==> config.mk <==
export PLATFORM = sky130hd
export DESIGN_NAME = lcd_value_formatter
export DESIGN_NICKNAME = d
export VERILOG_FILES = /design/src/rtl/lcd_value_formatter.sv
export SDC_FILE = /design/constraint.sdc
export NUM_CORES = 1
export LEC_CHECK = 0
export BUFFER_PORTS_ARGS = -buffer_cell sky130_fd_sc_hd__buf_2
export CELL_PAD_IN_SITES_DETAIL_PLACEMENT = 1
export CELL_PAD_IN_SITES_GLOBAL_PLACEMENT = 1
export CORE_ASPECT_RATIO = 0.9
export CORE_MARGIN = 10
export CORE_UTILIZATION = 37
export CTS_CLUSTER_SIZE = 14
export DETAILED_ROUTE_END_ITERATION = 8
export PLACE_DENSITY_LB_ADDON = 0.15
export SLEW_MARGIN = 40
export SYNTH_ARGS = -nofsm -noshare
export SYNTH_HDL_FRONTEND = slang
export SYNTH_SLANG_ARGS = --single-unit
==> constraint.sdc <==
create_clock -name iCLK -period 2.3 [get_ports iCLK]
set_input_delay 0.23 -clock iCLK [delete_from_list [all_inputs] [get_ports iCLK]]
set_output_delay 0.23 -clock iCLK [all_outputs]
set_load 0.03 [all_outputs]
==> src/rtl/lcd_value_formatter.sv <==
// lcd_value_formatter
// Converts a 16-bit unsigned value into a two-line 16x2 character-LCD image:
// line 1 "VALOR:" plus a right-aligned, leading-zero-blanked decimal readout,
// line 2 "HEX: 0x" plus four uppercase hex digits. Each cell is a 9-bit
// {RS, ASCII} word. Cell k of a line occupies bits [9k+8:9k].
// Binary-to-BCD conversion is sequential shift-add-3, one bit per clock.

module lcd_value_formatter (
   input  logic         iCLK,
   input  logic         iRST_N,
   input  logic         iSTART,
   input  logic [15:0]  iVALUE,
   output logic         oBUSY,
   output logic         oDONE,
   output logic [143:0] oLINE1,
   output logic [143:0] oLINE2
);

   typedef enum logic [1:0] {
      S_IDLE = 2'd0,
      S_CONV = 2'd1,
      S_FMT  = 2'd2
   } state_t;

   localparam logic [8:0]  CELL_SPACE = 9'h120;
   localparam logic [47:0] LABEL1     = "VALOR:";
   localparam logic [55:0] LABEL2     = "HEX: 0x";

   // Line 1 image from a 5-digit BCD value; leading zeros in cells 11-14
   // become spaces, cell 15 always carries a digit.
   function automatic logic [143:0] build_line1(input logic [19:0] bcd);
      logic [143:0] line;
      logic [3:0]   dig;
      logic         lead;
      for (int k = 0; k < 16; k++) line[9*k +: 9] = CELL_SPACE;
      for (int k = 0; k < 6; k++)  line[9*k +: 9] = {1'b1, LABEL1[47-8*k -: 8]};
      lead = 1'b1;
      for (int d = 0; d < 5; d++) begin
         dig = bcd[19-4*d -: 4];
         if (dig != 4'd0 || d == 4) lead = 1'b0;
         if (!lead) line[9*(11+d) +: 9] = {1'b1, 8'h30 + {4'h0, dig}};
      end
      return line;
   endfunction

   // Line 2 image: fixed label, four uppercase hex nibbles, trailing spaces.
   function automatic logic [143:0] build_line2(input logic [15:0] value);
      logic [143:0] line;
      logic [3:0]   nib;
      for (int k = 0; k < 16; k++) line[9*k +: 9] = CELL_SPACE;
      for (int k = 0; k < 7; k++)  line[9*k +: 9] = {1'b1, LABEL2[55-8*k -: 8]};
      for (int n = 0; n < 4; n++) begin
         nib = value[15-4*n -: 4];
         line[9*(7+n) +: 9] = (nib < 4'd10) ? {1'b1, 8'h30 + {4'h0, nib}}
                                            : {1'b1, 8'h37 + {4'h0, nib}};
      end
      return line;
   endfunction

   state_t       state, state_nxt;
   logic [15:0]  shift_q;
   logic [15:0]  value_q;
   logic [19:0]  bcd_q;
   logic [4:0]   cnt_q;
   logic [19:0]  bcd_adj;
   logic [35:0]  dd_next;

   // State register; an asynchronous reset aborts any conversion in flight.
   always_ff @(posedge iCLK or negedge iRST_N) begin
      // NOTE: sequential state uses non-blocking (<=) so every flop samples
      // pre-edge values; blocking assignments here would create order races.
      if (!iRST_N) state <= S_IDLE;
      else         state <= state_nxt;
   end

   // Next-state logic: IDLE -> CONV (16 shifts) -> FMT -> IDLE.
   always_comb begin
      // NOTE: default assigned first so every path drives state_nxt; a missing
      // branch would otherwise infer a latch.
      state_nxt = state;
      case (state)
         S_IDLE: if (iSTART) state_nxt = S_CONV;
         S_CONV: if (cnt_q == 5'd15) state_nxt = S_FMT;
         S_FMT:  state_nxt = S_IDLE;
         default: state_nxt = S_IDLE;
      endcase
   end

   // Add-3 correction on every BCD digit >= 5, ahead of the next shift.
   always_comb begin
      bcd_adj = bcd_q;
      for (int i = 0; i < 5; i++) begin
         if (bcd_q[4*i +: 4] >= 4'd5) bcd_adj[4*i +: 4] = bcd_q[4*i +: 4] + 4'd3;
      end
   end

   assign dd_next = {bcd_adj, shift_q} << 1;
   assign oBUSY   = (state != S_IDLE);

   // Conversion datapath and output image registers.
   always_ff @(posedge iCLK or negedge iRST_N) begin
      if (!iRST_N) begin
         // NOTE: output lines reset to the image of value zero so the display
         // shows a coherent screen straight out of reset.
         shift_q <= '0;
         value_q <= '0;
         bcd_q   <= '0;
         cnt_q   <= '0;
         oDONE   <= 1'b0;
         oLINE1  <= build_line1(20'd0);
         oLINE2  <= build_line2(16'd0);
      end else begin
         oDONE <= 1'b0;
         case (state)
            S_IDLE: begin
               if (iSTART) begin
                  shift_q <= iVALUE;
                  value_q <= iVALUE;
                  bcd_q   <= '0;
                  cnt_q   <= '0;
               end
            end
            S_CONV: begin
               bcd_q   <= dd_next[35:16];
               shift_q <= dd_next[15:0];
               cnt_q   <= cnt_q + 5'd1;
            end
            S_FMT: begin
               oLINE1 <= build_line1(bcd_q);
               oLINE2 <= build_line2(value_q);
               oDONE  <= 1'b1;
            end
            default: ;
         endcase
      end
   end

endmodule
-- After elaboration in Yosys (flattened, before gate mapping)
Index checks and enable logic that the tools add are counted.
- flip-flop bits (word level): 141
- reduce and logical (&&, ||, !) cells: 10
- add/subtract/negate cells: 19
- equality and inequality tests: 5
- order comparisons: 9
- muxes and demuxes: 33
- operators by type and width (operator ; count):
    6-bit by 4-bit adder with 7-bit output, first input constant ; 13
    7-bit two-way mux ; 9
    20-bit one-hot mux with 2 select lines ; 1
    16-bit one-hot mux with 2 select lines ; 1
    4-bit by 3-bit >= comparator with 1-bit output, second input constant ; 5
    20-bit two-way mux ; 1
    4-bit by 2-bit adder with 4-bit output, second input constant ; 4
    4-bit less-than comparator, second input constant ; 4
    16-bit two-way mux ; 1
    4-bit two-way mux ; 4
    4-bit nonzero test ; 4
    1-bit two-way mux ; 10
    5-bit one-hot mux with 2 select lines ; 1
    2-bit AND reduction ; 3
    5-bit by 1-bit adder with 5-bit output, second input constant ; 1
    5-bit by 4-bit equality test with 1-bit output, second input constant ; 1
    5-bit two-way mux ; 1
    2-bit two-way mux ; 2
    2-bit != test, second input constant ; 2
    2-bit one-hot mux with 2 select lines ; 1
    2-bit nonzero test ; 2
    3-bit by 2-bit adder with 3-bit output, second input constant ; 1
    3-bit two-way mux ; 1
    2-bit by 1-bit equality test with 1-bit output, second input constant ; 1
    2 further kinds ; 2

-- Logic depth before layout (Yosys ltp)
- depth in word-level cells: 10
- gate-level depth with buffers: 6

-- Worst setup path after synthesis
OpenSTA, ideal clock, no wires.
- kind: register to register
- from: register bcd_q[16]
- to: register oLINE1[121]
- arrival time: 1.453 ns
- cell stages (with the launch flop): 6
- setup slack: 0.723 ns
- data required time: 2.176 ns
- clock period less this slack: 1.577 ns
- cell sequence: dfrtp_1 > inv_1 > ha_1 > nor3b_1 > a21oi_1 > a211o_1
- longest elaborated chain between the ends: 8
- ends and longest elaborated chain (what ; RTL line ; source):
    from (decl) ; 63 ; logic [19:0] bcd_q;
    from (signal assigned) ; 124 ; bcd_q <= dd_next[35:16];
    4-bit nonzero test ; 40 ; if (dig != 4'd0 || d == 4) lead = 1'b0;
    1-bit two-way mux ; 40 ;
    1-bit two-way mux ; 114 ; case (state)
    1-bit two-way mux ; 40 ;
    1-bit two-way mux ; 114 ;
    1-bit two-way mux ; 40 ;
    1-bit two-way mux ; 114 ;
    7-bit two-way mux ; 41 ; if (!lead) line[9*(11+d) +: 9] = {1'b1, 8'h30 + {4'h0, dig}};
    to (signal assigned) ; 110 ; oLINE1 <= build_line1(20'd0);
    to (signal assigned) ; 129 ; oLINE1 <= build_line1(bcd_q);
    to (decl) ; 15 ; output logic [143:0] oLINE1,
Every way passes these cells. The select of a mux whose other input is x is not followed.
A chain may end at the register's enable or synchronous reset.

-- Worst setup path in the final report
Same ends and word-level chain as after synthesis.

==> results.sh <==
export IMPL_synth_ff_type="dfrtp_1"
export IMPL_drc=0
export IMPL_vdd_drop_max_v=0.000433
export IMPL_num_vias=4482
export IMPL_reg2regPathDepth=5
export IMPL_seqPwrFrac_pct=37.6
export IMPL_finalWirelength_um=17300
export IMPL_start_kind="flip-flop"
export IMPL_ant_nets=0
export IMPL_crit_buf_inv=1
export IMPL_num_antenna_cells=0
export IMPL_grt_usage_pct=13.9
export IMPL_grt_max_degree=113
export IMPL_grt_pass1_wl_um=27100
export IMPL_fp_dieW_um=163
export IMPL_ys_ff_latch=112
export IMPL_gp_congestion=0.777
export IMPL_clkSinkCount=112
export IMPL_num_rows=46
export IMPL_p_int_w=0.00498
export IMPL_antenna_found_initial=0
export IMPL_fin_crit_ps=1930
export IMPL_slowest_stage="nor3b_1"
export IMPL_hpwl_um=13400
export IMPL_endpoint_kind="flip-flop"
export IMPL_grt_pass1_vias=5043
export IMPL_max_stage_delay_ps=510
export IMPL_post_cts_buffers=0
export IMPL_path_delay_family="compound AO/OA/AOI/OAI gates"
export IMPL_synthArstFlopShare_pct=100
export IMPL_syn_mean_instance_area_um2=9.09
export IMPL_rsz0062_at_grt="false"
export IMPL_clk_path_buf_depth=2
export IMPL_syn_inst=748
export IMPL_cp_depth=5
export IMPL_total_power_w=0.00915
export IMPL_avgViaCountPerCell=4.24
export IMPL_grt_ovfl_total=0
export IMPL_fin_skew_ps=6.20
export IMPL_switching_share_pct=45.6
export IMPL_combPwrFrac_pct=45.2
export IMPL_p_leak_nw=3.58
export IMPL_drt_initial_drc_count=221
export IMPL_power_share_clock_pct=17.3
export IMPL_hp_class="input pin to flip-flop"
export IMPL_cp_startpoint="bcd_q[16]"
export IMPL_insertion_delay_ps=360
export IMPL_io_buffers=72
export IMPL_finalCritPeriodShare_pct=83.7
export IMPL_worst_slew_pin_slew_ps=762
export IMPL_finalSetupViolCount=0
export IMPL_drive_gt1_share_pct=13.9
export IMPL_fillers=2218
export IMPL_cts_buffers=9
export IMPL_r2r_setup_slack_ps=370
export IMPL_tns_ps=0
export IMPL_drtPass1Iterations=4
export IMPL_crit_chain="inv_1 -> ha_1 -> nor3b_1 -> a21oi_1 -> a211o_1"
export IMPL_synth_distinct_cells=42
export IMPL_post_drt_wl_per_cell_um=16.3
export IMPL_coreArea_mm2=0.0178
export IMPL_power_density_mw_per_mm2=1330
export IMPL_cts_tree="yes"
export IMPL_r2r_start="bcd_q[16]"
export IMPL_hold_viol_final=0
export IMPL_yosys_area_top_type_share_pct=38.3
export IMPL_r2r_end="oLINE1[121]"
export IMPL_syn2layout_area_growth_pct=0.847
export IMPL_yosysSeqAreaShare_pct=41.4
export IMPL_drv_slew=0
export IMPL_pin_count=309
export IMPL_clkSlewWorstSetupHoldPaths_ps=70
export IMPL_status="finished, final reports clean"
export IMPL_yosys_warnings=0
export IMPL_die_height_um=149
export IMPL_ys_top_cells_by_count="buf_4 (236), nand2_1 (138), dfrtp_1 (104)"
export IMPL_fmax_ghz=0.519
export IMPL_syn_area_mm2=0.00680
export IMPL_nNetsFinal=852
export IMPL_cts_root_buf="clkbuf_16"
export IMPL_crit_end="oLINE1[121]"
export IMPL_crit_fanout=5
export IMPL_p_switching_w=0.00418
export IMPL_maxCapViolCount=0
export IMPL_worstPathArrival_ps=2170
export IMPL_path_class="flip-flop to flip-flop"
export IMPL_yosysMostFrequentCell="buf_4"
export IMPL_h_tree_depth=3
export IMPL_synth_edff_count=0
export IMPL_yosysTopAreaCell="dfrtp_1"
export IMPL_crit_required_ps=2540
export IMPL_initial_core_util_pct=38.1
export IMPL_synth_area_leaders="dfrtp_1 (38%), buf_4 (26%), nand2_1 (7.6%)"
export IMPL_die_area_mm2=0.0242
export IMPL_slew_headroom_pct=49.1
==> worst min-delay path by stage <==
stage,from,endpoint,slack [ps],cells past startpoint
global placement,iRST_N,shift_q[4],370,2
finish,iVALUE[2],value_q[2],100,3
detailed placement,iRST_N,shift_q[3],380,2
CTS,iVALUE[7],value_q[7],90,3
floorplan,iRST_N,bcd_q[0],-70,0
global route,iVALUE[3],value_q[3],100,3
==> power groups by stage <==
stage / Combinational (W) / Sequential [W] / Clock [W]
2_1_floorplan: 0.00287 / 0.00389 / 0
3_3_place_gp: 0.00402 / 0.00343 / 0
3_5_place_dp: 0.00416 / 0.00348 / 0
4_1_cts: 0.00418 / 0.00345 / 0.00166
5_1_grt: 0.00465 / 0.00358 / 0.00173
6_report: 0.00413 / 0.00344 / 0.00158
==> state kept, by name, indices dropped and copies added, names as in the netlist <==
register,count
bcd_q,20
cnt_q,5
oDONE,1
oLINE1,24
oLINE2,28
shift_q,16
state,2
value_q,16
==> layout by cell type (no fill, tap or decap), drive strengths merged, types with 4 or more instances in the layout <==
cell / n
o31ai: 11
a32o: 5
nand3b: 4
conb: 236
a21o: 6
nand2b: 7
dfrtp: 104
a31oi: 5
a22o: 7
xnor2: 9
inv: 20
nand3: 25
o21a: 4
mux2: 5
ha: 19
o21ai: 43
nor2: 12
a22oi: 12
clkbuf: 12
nor3b: 6
dfstp: 8
o21bai: 5
a211oi: 4
nand2: 139
buf: 81
a21oi: 12
or3: 4
==> kinds of logic (layout without fill, tap and decap cells) <==
logic type / Yosys count / in the layout / synth area share (%)
buffers and inverters: 281 / 117 / 28.9
and+or+nand+nor: 203 / 203 / 13.0
AOI/OAI and AO/OA: 116 / 116 / 11.0
DFF: 112 / 112 / 41.4
adders and majority gates: 19 / 19 / 3.50
xor gates and xnor gates: 10 / 10 / 1.29
muxes: 5 / 5 / 0.828
other: 2 / 236 / 0.110
==> layer usage <==
metal | wire (um) | track usage [%]
met1 | 7660 | 17.1
met2 | 7620 | 21.6
met3 | 1790 | 6.18
met4 | 208 | 3.65
met5 | 0 | 0
==> through the flow <==
stage	hold WS (ps)	cells	util (%)	cell area (um2)	setup slack, ps
floorplan	-65.6	982	-	7680	723
global placement	369	1042	36.8	6560	466
detailed placement	375	1042	36.8	6560	380
CTS	86.9	1058	38.4	6860	363
global route	97.1	1058	38.4	6860	199
finish	98.6	1058	38.4	6860	374
==> cell type report <==
| cell class | count | area (um2) | share of cell area (%) |
|---|---|---|---|
| clock buffer | 12 | 246 | 3.59 |
| inverter | 20 | 75.1 | 1.09 |
| tap | 240 | 300 | 4.38 |
| clock inverter | 3 | 42.5 | 0.620 |
| sequential | 112 | 2810 | 41.0 |
| multi-input combinational | 589 | 2910 | 42.5 |
| timing repair buffer | 82 | 465 | 6.79 |
==> tightest hold or removal path, cell delays in order <==
cell and delay (ps):
buf_2 90, nand2_1 50, nand2_1 50
==> what timing repair did <==
action                     CTS  global route
resized for setup            0             0
hold buffers                 1             0
hold endpoints to repair    49             0
setup endpoints to repair    0             0
Note: power is estimated with default switching activity, not from simulation.
